==> config.mk <==
export PLATFORM = sky130hd
export DESIGN_NAME = conv_layer_scheduler
export DESIGN_NICKNAME = d
export VERILOG_FILES = /design/src/rtl/conv_layer_scheduler.sv
export SDC_FILE = /design/constraint.sdc
export NUM_CORES = 1
export LEC_CHECK = 0
export ABC_AREA = 1
export CORE_MARGIN = 10
export CORE_UTILIZATION = 30
export DETAILED_ROUTE_END_ITERATION = 8
export MAX_ROUTING_LAYER = met4
export PLACE_DENSITY = 0.48
export SYNTH_ARGS = -nofsm -noshare
export SYNTH_HDL_FRONTEND = slang
export SYNTH_SLANG_ARGS = --single-unit
export TNS_END_PERCENT = 10
==> constraint.sdc <==
create_clock -name clk -period 1.77 [get_ports clk]
set_input_delay 0.354 -clock clk [delete_from_list [all_inputs] [get_ports clk]]
set_output_delay 0.354 -clock clk [all_outputs]
set_load 0.005 [all_outputs]
==> src/rtl/conv_layer_scheduler.sv <==
// Layer sequencer for the vector datapath: LOAD -> PROC -> WB per output channel,
// advanced by accepted beats, with a per-phase stall watchdog.
module conv_layer_scheduler #(
  parameter int unsigned IMG_WIDTH      = 224,
  parameter int unsigned IMG_HEIGHT     = 224,
  parameter int unsigned CH_WIDTH       = 16,
  parameter int unsigned CNT_WIDTH      = 16,
  parameter int unsigned TIMEOUT_CYCLES = 100000
) (
  input  logic                 clk,
  input  logic                 rst_n,
  input  logic                 start,
  input  logic                 abort,
  input  logic [CH_WIDTH-1:0]  output_channels,
  input  logic                 load_beat,
  input  logic                 proc_beat,
  input  logic                 wb_ack,
  output logic [1:0]           proc_state,
  output logic [CH_WIDTH-1:0]  current_channel,
  output logic [CNT_WIDTH-1:0] channel_progress,
  output logic                 phase_start,
  output logic                 busy,
  output logic                 done,
  output logic                 timeout_err
);

  localparam int unsigned N        = IMG_WIDTH * IMG_HEIGHT;
  localparam int unsigned WD_WIDTH = $clog2(TIMEOUT_CYCLES + 1);

  localparam logic [CNT_WIDTH-1:0] LAST_BEAT = CNT_WIDTH'(N - 1);
  localparam logic [WD_WIDTH-1:0]  WD_LAST   = WD_WIDTH'(TIMEOUT_CYCLES - 1);

  typedef enum logic [1:0] {
    S_IDLE = 2'b00,
    S_LOAD = 2'b01,
    S_PROC = 2'b10,
    S_WB   = 2'b11
  } state_t;

  state_t                state, state_n;
  logic [CH_WIDTH-1:0]   channel, channel_n;
  logic [CH_WIDTH-1:0]   ch_count, ch_count_n;
  logic [CNT_WIDTH-1:0]  progress, progress_n;
  logic [WD_WIDTH-1:0]   wdog, wdog_n;
  logic                  phase_start_n, done_n, timeout_err_n;
  logic                  beat;

  always_ff @(posedge clk or negedge rst_n) begin
    if (!rst_n) begin
      state       <= S_IDLE;
      channel     <= '0;
      ch_count    <= '0;
      progress    <= '0;
      wdog        <= '0;
      phase_start <= 1'b0;
      done        <= 1'b0;
      timeout_err <= 1'b0;
    end else begin
      state       <= state_n;
      channel     <= channel_n;
      ch_count    <= ch_count_n;
      progress    <= progress_n;
      wdog        <= wdog_n;
      phase_start <= phase_start_n;
      done        <= done_n;
      timeout_err <= timeout_err_n;
    end
  end

  always_comb begin
    state_n       = state;
    channel_n     = channel;
    ch_count_n    = ch_count;
    progress_n    = progress;
    wdog_n        = wdog;
    phase_start_n = 1'b0;
    done_n        = 1'b0;
    timeout_err_n = timeout_err;

    unique case (state)
      S_LOAD:  beat = load_beat;
      S_PROC:  beat = proc_beat;
      S_WB:    beat = wb_ack;
      default: beat = 1'b0;
    endcase

    if (state == S_IDLE) begin
      wdog_n = '0;
      if (start && !abort) begin
        timeout_err_n = 1'b0;
        if (output_channels != '0) begin
          ch_count_n    = output_channels;
          channel_n     = '0;
          progress_n    = '0;
          state_n       = S_LOAD;
          phase_start_n = 1'b1;
        end else begin
          done_n = 1'b1;
        end
      end
    end else if (abort) begin
      state_n    = S_IDLE;
      progress_n = '0;
      wdog_n     = '0;
    end else if (!beat && wdog == WD_LAST) begin
      // channel is left untouched so the stalled channel stays visible
      timeout_err_n = 1'b1;
      state_n       = S_IDLE;
      done_n        = 1'b1;
      progress_n    = '0;
      wdog_n        = '0;
    end else if (beat) begin
      wdog_n = '0;
      if (progress == LAST_BEAT) begin
        progress_n    = '0;
        phase_start_n = 1'b1;
        unique case (state)
          S_LOAD: state_n = S_PROC;
          S_PROC: state_n = S_WB;
          default: begin
            if (channel == ch_count - CH_WIDTH'(1)) begin
              state_n       = S_IDLE;
              done_n        = 1'b1;
              phase_start_n = 1'b0;
            end else begin
              channel_n = channel + CH_WIDTH'(1);
              state_n   = S_LOAD;
            end
          end
        endcase
      end else begin
        progress_n = progress + CNT_WIDTH'(1);
      end
    end else begin
      wdog_n = wdog + WD_WIDTH'(1);
    end
  end

  assign proc_state       = state;
  assign current_channel  = channel;
  assign channel_progress = progress;
  assign busy             = (state != S_IDLE);

endmodule

# Word level (Yosys, flattened, before mapping)
# Index checks and enable logic that the tools add are counted.
# totals
reg_bits	70
latch_bits	0
ramBits	0
romBits	0
input_bits	23
output_inout_bits	38
wordCells	92
mem_count	0
# classes
add_sub_neg	4
mul	0
n_div	0
order_cmp	0
eq_ne	12
shift	0
n_mux	50
n_bitwise	0
n_reduce_logical	18
# ops
op	count
$mux W16	14
$mux W17	4
$add A16 B1 Y16 const B	2
$mux W1	23
$add A17 B1 Y17 const B	1
$eq A17 B17 Y1 const B	1
$eq A16 B16 Y1	1
$eq A16 B16 Y1 const B	1
$reduce_bool A16 Y1	1
$sub A16 B1 Y16 const B	1
$mux W2	7
$reduce_and A3 Y1	3
$ne A2 B1 Y1 const B	4
$reduce_and A8 Y1	1
$reduce_bool A2 Y1	4
$reduce_bool A4 Y1	2
$eq A2 B2 Y1 const B	2
$ne A2 B2 Y1 const B	2
$pmux W2 S2	1
$reduce_and A4 Y1	1
$pmux W1 S3	1
$eq A2 B1 Y1 const B	1
$logic_and A1 B1 Y1	2
$logic_not A1 Y1	2
2 further kinds	2

# Longest topological paths before layout
# logic_depth
ltp_word	9
mapped_depth	19
ltp_nobuf	18

# Worst setup path before layout
# Ideal clock, no wire load.
# synth_path
path_kind	register to register
from	register ch_count[0]
to	register channel[6] (netlist: current_channel[6])
setup_time_ns	0.117
arrival_ns	1.846
t_required_ns	1.653
slack_ns	-0.193
stages_incl_launch_ff	17
n_path_buf	1
period_less_slack_ns	1.963
cell_sequence	dfrtp_1 inv_1 ha_1 nand2_2 nor2_4 nand2_2 nand2_1 nand2_1 nor2_1 nand2_1 nor2_2 nand3_1 nand2_2 nand2_4 buf_2 nand3_1 nand2_1
# synth_via
elab_chain_cells	4
# synth_rtl
item	line_no	text
start, declared	42	logic [CH_WIDTH-1:0] ch_count, ch_count_n;
start signal, assigned	61	ch_count <= ch_count_n;
$sub A16 B1 Y16	121	if (channel == ch_count - CH_WIDTH'(1)) begin
$eq A16 B16 Y1	121	
$ne A2 B2 Y1 (no line)	-	
$reduce_and A8 Y1 (no line)	-	
end signal, assigned	60	channel <= channel_n;
end, declared	41	logic [CH_WIDTH-1:0] channel, channel_n;
# Every way passes these cells.
# A chain may end at the register's enable or synchronous reset.

# Worst setup path in the final report
# layout_path
from	register ch_count[12]
to	register channel[1] (netlist: current_channel[1])
# The elaborated chain is that of the path after synthesis.

==> out/metrics.csv <==
metric,value,unit
layout.cell_area.non_filler,7311,µm²
max_capacitance_violation_total,0,
timing.final.setup_violations,40,
nNetsFinal,885,
drive_gt1_frac,0.3120,
dieArea,20410,µm²
syn-num-nets,655,
grt_antenna_before_repair,0,
main_combinational_cell_family_by_area_after_synthesis,simple AND/OR/NAND/NOR gates,
route.vias.total,4974,
finalWirelength,15470,µm
rr_worst_depth,14,
detail-route-antenna-nets,0,
cp-start-kind,flop,
share_clk_of_total_power,0.264,
critical_path.reg2reg.endpoint,current_channel[1],
cts-htree-levels,3,
max_clock_freq,0.4896,GHz
rsz0062_at_grt,true,
path_buf_inv,0,
core_area,14640,µm²
ys_warn_count,0,
internal-power,5328,µW
synth_cell_types,37,
regToRegSetupSlack,-0.27,ns
worst_path_most_repeated_cell,nand2_1,
initial_core_util,0.3093,
max-vdd-ir-drop,0.0005202,V
post_dp_cell_area,6584,µm²
critical_path_class,reg2reg,
cts.reportedPaths.clkPinSlew,0.06,ns
cp_data_arrival_time,2.32,ns
tot_gr_track_use,0.1576,
post_synth_main_area_contributors,"dfrtp_1 (39%), nand2_1 (12%), nor2_1 (6.5%)",
critPathMaxFanout,8,
power.density_cell_area,1127,nW/µm²
wl_per_cell,14.83,µm
place_congestion,0.8781,
i_o_buffers,60,
critical_path.slowest_cell,dfrtp_1,
global_route_wire_length_before_repair,25250,µm
comb_power_share,0.468,
die_h,142.9,µm
average_instance_area_after_synthesis,7.259,µm²
seq_total_area_yosys,0.3867,
p_sw_frac,0.3534,
post_synth_top_area_cell,dfrtp_1,
cts_tree,done,
finClkSkew,0.004913,ns
final.min_clock_period,2.042,ns
worst_slack,-0.2724,ns
clk_lat_worst_skew,0.34,ns
floorplan.rows,44,
crit_path_end_kind,flop,
post_synth_xor_area_fraction,0.07569,
worst_hold_check_path_type,in2async,
syn-cell-area,4529,µm²
clock_root_buffer,clkbuf_16,
min_period_over_period,1.154,
cts_hold_buf,0,
synth_mux_area_frac,0.01989,
seq_power_share,0.268,
synth_area_in_compound_gates,0.05939,
violations,setup timing,
status,finished with violations,
drt-vias-per-instance,4.769,
grt_max_degree,71,
r2r-start,ch_count[12],
fin_worst_hold_slack,0.03351,ns
timing.critical_path.slowest_cell_delay,0.43,ns
place.detailed.hpwl,11470,µm
synth_seq_cells,70,
worst_pin_slew,0.4072,ns
switchingPower,2913,µW
slew_headroom,0.7286,
boundaryPins,61,
area_share_of_fa_ha_maj_cells_after_synthesis,0.02210,
cts_sinks,70,
yosysTopAreaCellShare,0.3867,
grt_pass1_vias,5110,
chipWidth,142.9,µm
cellLeakagePower,0.003541,µW
timing.critical_path.cells,"or2_2, nor2_1, nand2_1, nand2_1, nand2_1, nor2_1, nand2_1, nor2_4, nand3_2, nand2_4, nand2_8, nand2_8, nand2_1, nand2_1",
detail_route.first_pass.iterations,4,
antenna_cells_inserted,0,
timing.final.hold_violations,0,
cts-buffers-inserted,9,
drt_iter0_markers,335,
worstPathRequired,2.05,ns
critical_path.top_delay_family,simple AND/OR/NAND/NOR gates,
syn-instance-count,624,
flow.area_growth_from_synthesis,61.41,%
final-max-slew-violation-count,0,
drc_errors,0,
grt_overflow_total,0,
clock_tree.buffer_depth,2,
synthesized_area_fraction_occupied_by_and_or_nand_nor_cells,0.3564,
[cell usage in the layout (no fill, tap or decap), types with 4 or more instances in the layout]
cell type | Yosys | layout
nor2_1 | 79 | 64
nor4_1 | 14 | 11
dlymetal6s2s_1 | 0 | 5
nor2_2 | 4 | 15
o21ai_0 | 26 | 19
dfrtp_1 | 70 | 67
xor2_1 | 26 | 26
nand3_1 | 52 | 47
xnor2_1 | 8 | 8
inv_2 | 2 | 8
buf_4 | 0 | 149
nand3_2 | 0 | 4
dlygate4sd2_1 | 0 | 11
nand2_2 | 5 | 11
nor3_1 | 27 | 23
clkbuf_16 | 0 | 9
mux2_2 | 8 | 8
inv_1 | 77 | 69
o21ai_1 | 3 | 8
nand2_1 | 148 | 140
buf_12 | 0 | 4
a21oi_1 | 14 | 14
nand4_1 | 21 | 21
clkdlybuf4s50_1 | 0 | 41
nand2_4 | 2 | 4
nor3_2 | 0 | 4
nor2_4 | 2 | 6
buf_6 | 0 | 17
[layer usage]
layer,global-route usage,part of all wire,vias to the layer above
met2,0.2581,0.48,111
met5,-,0,-
met1,0.1901,0.45,2341
met3,0.03781,0.048,18
li1,-,-,2504
met4,0.04343,0.015,0
[worst max-delay path by stage]
stage | startpoint | endpoint | slack, ns | cells past startpoint
after floorplan | ch_count[0] | current_channel[12] | -0.07 | 17
after global placement | output_channels[7] | proc_state[1] | -0.46 | 12
after detailed placement | wb_ack | current_channel[3] | -0.45 | 12
after CTS | ch_count[1] | current_channel[8] | -0.31 | 18
after global routing | ch_count[0] | current_channel[12] | -0.47 | 16
final | ch_count[12] | current_channel[1] | -0.27 | 14
[synthesized netlist by cell type, drive strengths merged]
cell / n
nand2: 155
nor2: 85
inv: 79
dfrtp: 70
nand3: 52
o21ai: 29
nor3: 27
xor2: 26
nand4: 22
a21oi: 14
nor4: 14
clkbuf: 8
ha: 8
mux2: 8
xnor2: 8
buf: 5
a211oi: 2
or2: 2
xnor3: 2
a21boi: 1
a31oi: 1
and3: 1
nand3b: 1
nor3b: 1
o21a: 1
o31ai: 1
o32a: 1
[power by group through the flow]
stage | Clock [µW] | Sequential, µW | Combinational, µW
after floorplan | 0 | 2170 | 1740
after global placement | 0 | 2200 | 3480
after detailed placement | 0 | 2200 | 3530
after CTS | 2250 | 2180 | 3770
after global routing | 2300 | 2250 | 4300
final | 2180 | 2210 | 3860
[worst register-to-register path: stages (launching register included)]
cell and delay [ns]:
dfrtp_1 0.43, or2_2 0.31, nor2_1 0.14, nand2_1 0.07, nand2_1 0.05, nand2_1 0.05
nor2_1 0.08, nand2_1 0.09, nor2_4 0.14, nand3_2 0.10, nand2_4 0.15, nand2_8 0.11
nand2_8 0.14, nand2_1 0.05, nand2_1 0.05
[flip-flops by register name, summed over array words and instances (netlist names)]
register	flops
ch_count	16
channel_progress	16
current_channel	16
done	1
phase_start	1
proc_state	2
timeout_err	1
wdog	17
[cell families after synthesis]
logic type,after synthesis
AO/OA/AOI/OAI,50
XOR/XNOR,36
adder cells (fa/ha/maj),8
buffers and inverters,92
flip-flops,70
multiplexers,8
AND/OR/NAND/NOR,360
[layout make-up]
cell class / instances / area (µm²)
Sequential cell: 70 / 1755
Tap cell: 184 / 230.2
Multi-Input combinational cell: 465 / 2694
Clock buffer: 13 / 260.3
Timing Repair Buffer: 229 / 1979
Inverter: 79 / 301.5
Clock inverter: 3 / 90.09
Fill cell: 1464 / 7333
[what timing repair did]
item | CTS | global route
pin swaps | 8 | 9
buffers inserted | 5 | 1
gates resized for setup | 65 | 43
setup endpoints to repair | 65 | 79
gates cloned | 3 | 0
[metrics by stage]
stage | setup TNS (ns) | power, µW | std cells | worst slack, ns | util
global placement | -19.46 | 5684 | 1019 | -0.4558 | 0.4496
CTS | -8.295 | 8201 | 1042 | -0.3052 | 0.4900
floorplan | -0.8927 | 3908 | 624 | -0.06619 | -
detailed placement | -19.97 | 5732 | 1019 | -0.4538 | 0.4496
global route | -14.25 | 8846 | 1043 | -0.4721 | 0.4992
finish | -7.106 | 8241 | 1043 | -0.2724 | 0.4992
Power figures use the tool's default switching activity.
==> patch 1, RTL diff (config.mk and constraints unchanged) <==
Change the parameter `CH_WIDTH` from 16 to 12.
--- a/src/rtl/conv_layer_scheduler.sv
+++ b/src/rtl/conv_layer_scheduler.sv
@@ -4,5 +4,5 @@
   parameter int unsigned IMG_WIDTH      = 224,
   parameter int unsigned IMG_HEIGHT     = 224,
-  parameter int unsigned CH_WIDTH       = 16,
+  parameter int unsigned CH_WIDTH       = 12,
   parameter int unsigned CNT_WIDTH      = 16,
   parameter int unsigned TIMEOUT_CYCLES = 100000
Ports: changed (resized current_channel and output_channels); port bits go from 61 to 53. The function was not compared with the original's and may differ.
==> patch 1 against the original RTL <==
The flow still finishes with violations (setup timing); sequential share of layout area up 0.72 points; via count down 13%; die area down 5.7%; worst hold slack worse by 0.020 ns; wire length down 18%; count of clock-buffer cells in the layout down 2; synthesized area down 6.6%; total power down 17%; sequential cell count down 8; critical path depth up 1; design area down 14%; setup slack better by 0.14 ns; clock skew up 0.0038 ns; critical path type unchanged; highest routed layer unchanged.
==> patch 1: results (changes against the original RTL) <==
| Metric | Value |
|---|---|
| Via density | `4.64 (was 4.77)` |
| Layout cells sized above 1 | `28.5% (was 31.2%)` |
| Multi-input gate share of total cell area | `39.9% (was 36.8%)` |
| Worst-case reg-to-reg path depth | `15 (was 14)` |
| Post-DR wirelength/cell | `13.6 um (was 14.8 um)` |
| Violated checks | `setup timing (unchanged)` |
| Met3 WL | `440 um (was 738 um)` |
| Clock buf count | `11 (was 13)` |
| Status | `complete, but fails checks (unchanged)` |
| Dpl ws | `-0.433 ns (was -0.454 ns)` |
| Register area share after synthesis | `36.7% (was 38.7%)` |
| Non-clock buffer share | `22.0% (was 27.1%)` |
| Final setup vio count | `22 (was 40)` |
| Placed Area | `5610 um^2 (was 6580 um^2)` |
| Pwr/cell area | `1090 nW/um^2 (was 1130 nW/um^2)` |
| Bufs w/o clock | `157 (was 229)` |
| Largest net degree at the start of global routing | `63 (was 71)` |
| Fraction of area in registers | `24.7% (was 24.0%)` |
| Vias in the first global route | `4448 (was 5110)` |
| Routed met2 length | `6500 um (was 7490 um)` |
| Setup ws final | `-0.135 ns (was -0.272 ns)` |
| Clk tree area frac | `4.80% (was 4.79%)` |
| Synth area leaders | `dfrtp_1 37%, nand2_1 14%, inv_1 6.8% (was dfrtp_1 39%, nand2_1 12%, nor2_1 6.5%)` |
| Arrival @ worst endpoint | `2.14 ns (was 2.32 ns)` |
| Nets | `780 (was 885)` |
| Setup_tns | `-1.50 ns (was -7.11 ns)` |
| Met3 Track Usage GR | `2.40% (was 3.78%)` |
| Count of non-CTS inverters in the layout | `82 (was 79)` |
[patch 1: cell count changes after synthesis, moves of 4 or more]
cell      delta
nor2_1      -11
xor2_1       -9
clkbuf_1     -4
nand2_2      +6
nor3_1       -4
dfrtp_1      -8
nand3b_1     +4
mux2_2       -8
nor2_4       +4
nor4_1      -10
nand2_1      +7
[patch 1: metrics by stage]
| step | instances | utilization (%) |
|---|---|---|
| final | 938 | 45.4 |
| after global routing | 938 | 45.4 |
| after CTS | 937 | 44.1 |
| after detailed placement | 910 | 40.6 |
| after global placement | 910 | 40.6 |
| after floorplan | 598 | - |
[patch 1: critical path: stages, from the launching register on]
cell and delay [ns]:
dfrtp_1 0.36, inv_2 0.06, ha_4 0.26, inv_2 0.03, nand2_2 0.05, nand2_2 0.05, nor2_2 0.12, nand3_2 0.10
nor2_4 0.10, nand2_2 0.06, nor2_4 0.13, nand3_4 0.10, nand2_8 0.15, nand2_8 0.09, nand2_2 0.07, nand2_2 0.05
==> patch 2, RTL diff (same flow settings) <==
Made on the original files. Reset style: synchronous (`rst_n`), changed in one clocked block.
--- a/src/rtl/conv_layer_scheduler.sv
+++ b/src/rtl/conv_layer_scheduler.sv
@@ -46,5 +46,5 @@
   logic                  beat;
 
-  always_ff @(posedge clk or negedge rst_n) begin
+  always_ff @(posedge clk) begin
     if (!rst_n) begin
       state       <= S_IDLE;
Formal check against the unedited RTL: differs if rst_n is asserted again (counterexample within 4 cycles, from zero or initial values and one cycle with rst_n low); with rst_n held inactive, the same outputs for 10 cycles.
==> patch 2 against the original RTL <==
The run still ends with setup timing left; worst hold slack gained 0.33 ns; maximum frequency is 3.4% higher; cell count decreased by 2.5%; setup slack improved by 0.068 ns; die area shrank 1.1%; non-clock buffer count shrank 45; design area shrank 8.1%; sequential cell count is the same; synthesized area shrank 1.3%; core utilization shrank 3.9 points; first-iteration DRC count is 37% lower; wire length decreased by 9.8%; largest cell class unchanged; highest routed layer unchanged.
Power is not compared: it rests on default switching activity, and its combinational part moved more than twofold at a synthesized area within 25%.
==> patch 2: results (changes against the original RTL) <==
| Metric | Value |
|---|---|
| Worst Tran Pin Value | `0.408 ns (was 0.407 ns)` |
| Gpl congestion | `0.878 (about the same)` |
| Placed Area | `6170 um^2 (was 6580 um^2)` |
| Pleak | `between 2 and 3 nW` |
| Top post-synthesis cells by count | `126 x nand2_1, 90 x nor2_1, 70 x dfxtp_1 (was 148 x nand2_1, 79 x nor2_1, 77 x inv_1)` |
| Root Buffer | `clkbuf_16 (unchanged)` |
| GRT Util Overall | `14.6% (was 15.8%)` |
| Skew final | `0.00354 ns (was 0.00491 ns)` |
| Synth area leaders | `dfxtp_1 31%, nand2_1 11%, nor2_1 7.6% (was dfrtp_1 39%, nand2_1 12%, nor2_1 6.5%)` |
| HPWL after detailed placement | `11000 um (was 11500 um)` |
| Syn Inst Count | `650 (was 624)` |
| H-tree depth | `3 (unchanged)` |
| Largest net degree at the start of global routing | `25 (was 71)` |
| FFs w/ async S/R, synth | `0% (was 100%)` |
| Clock transition at the registers of the reported paths | `~0.050 ns` |
| Setup ws final | `-0.205 ns (was -0.272 ns)` |
| Dpl ws | `-0.572 ns (was -0.454 ns)` |
| Final setup vio count | `42 (was 40)` |
| First-pass GRT wire length | `23200 um (was 25300 um)` |
| IO buf count | `60 (unchanged)` |
| Maximum VDD drop | `0.470 mV` |
| Arrival @ worst endpoint | `2.24 ns (was 2.32 ns)` |
| Net Count, Synth | `681 (was 655)` |
| Layout cells sized above 1 | `32.1% (was 31.2%)` |
| Total wire length | `14000 um (was 15500 um)` |
| Dpl cells | `998 (was 1019)` |
| Top_reg_cell synth | `dfxtp_1 (was dfrtp_1)` |
| Register area share after synthesis | `31.3% (was 38.7%)` |
| Total CTS buffers | `9 (unchanged)` |
| Drt drc | `0 (unchanged)` |
| Via density | `4.69 (was 4.77)` |
| CTS Buffer Depth | `2 (unchanged)` |
| Clock Latency Late Sink | `0.34 ns (about the same)` |
| Nets | `859 (was 885)` |
| Status | `complete, but fails checks (unchanged)` |
| CP max FO | `7 (was 8)` |
| Initial antenna violation count | `0 (unchanged)` |
| Finished Layout Cells | `1017 (was 1043)` |
| Setup_tns | `-4.05 ns (was -7.11 ns)` |
| Number of flip-flops under the largest register name | `17 (unchanged)` |
| Unique masters post-synth | `39 (was 37)` |
| Top reg by flops | `wdog (unchanged)` |
| Violated checks | `setup timing (unchanged)` |
| Hold WC Path Type | `input pin to flip-flop (was input pin to async pin)` |
| Number of diodes | `0 (unchanged)` |
| Vias in the first global route | `4877 (was 5110)` |
| Initial detailed-routing violation count | `211 (was 335)` |
| P_sw | `1.73 mW` |
| Synth warnings | `0 (unchanged)` |
| # hold bufs at CTS | `0 (unchanged)` |
| Pre-antenna DRT Iters | `4 (unchanged)` |
| Filler cells | `1485 (was 1464)` |
patch 2: changes by cell type in the layout (fill, tap and decap cells not counted), sizes merged, moves of 9 or more:
cell	before	now
nor2	85	109
dfrtp	70	0
inv	79	65
buf	172	124
nand2	158	145
dlygate4sd2	11	1
a21oi	14	48
dfxtp	0	70
nor4	14	5
patch 2: timing repair:
| action | CTS | global route |
|---|---|---|
| pin swaps | 5 | 12 |
| setup buffers | 2 | 1 |
| gates resized for setup | 38 | 49 |
| endpoints found under the setup margin | 64 | 79 |
patch 2: final timing paths:
check	from	end	slack, ns	cells past startpoint
setup / recovery	ch_count[2]	current_channel[4]	-0.20	14
hold / removal	output_channels[6]	ch_count[6]	0.36	3
setup reg to reg	ch_count[2]	current_channel[4]	-0.20	14
hold reg to reg	wdog[11]	wdog[11]	0.49	2
patch 2: area by class of cell:
type / instances / area (um^2) / area share [%]
multi-input cells: 496 / 2890 / 43.0
clock buffers: 11 / 233 / 3.46
flip-flops and latches: 70 / 1430 / 21.2
clock inverters: 5 / 50.0 / 0.745
repair buffers: 184 / 1630 / 24.2
well taps: 184 / 230 / 3.43
inverters: 67 / 267 / 3.97
patch 2: critical path, cell delays in order, from the launching register on:
cell and delay (ns):
dfxtp_1 0.35, inv_2 0.10, nand2_1 0.09, nor2_4 0.13, nand3_1 0.14, nand2_1 0.08, nand2_1 0.06, nor2_2 0.09
nand2_2 0.07, nor2_4 0.16, nand4_4 0.16, nand2_8 0.15, buf_12 0.13, nand3_1 0.08, a21oi_2 0.12
patch 2: power by group through the flow:
stage / combinational, mW / clock (mW) / sequential [mW]
CTS: 1.67 / 1.82 / 1.75
global placement: 1.53 / 0 / 1.78
global route: 1.91 / 1.90 / 1.76
detailed placement: 1.55 / 0 / 1.78
floorplan: 1.00 / 0 / 1.76
finish: 1.70 / 1.76 / 1.75
patch 2: logic make-up (layout without fill, tap and decap cells):
logic type               count (synthesis)  in the layout  share of synthesized area [%]
AO/OA/AOI/OAI                           79             79                           10.1
XOR/XNOR                                41             41                           8.37
adder cells (fa/ha/maj)                  8              8                           2.24
buffers and inverters                   84            267                           8.40
flip-flops                              70             70                           31.3
AND/OR/NAND/NOR                        368            368                           39.6
patch 2: layer usage:
| layer | up-vias | share of wire, % | global-route usage (%) | wire length (um) |
|---|---|---|---|---|
| met1 | 2201 | 45 | 16.9 | 6300 |
| met4 | 0 | 1.5 | 3.50 | 203 |
| met3 | 16 | 4.5 | 4.27 | 628 |
| met2 | 92 | 49 | 24.1 | 6830 |
| met5 | - | 0 | - | 0 |
| li1 | 2464 | - | - | - |
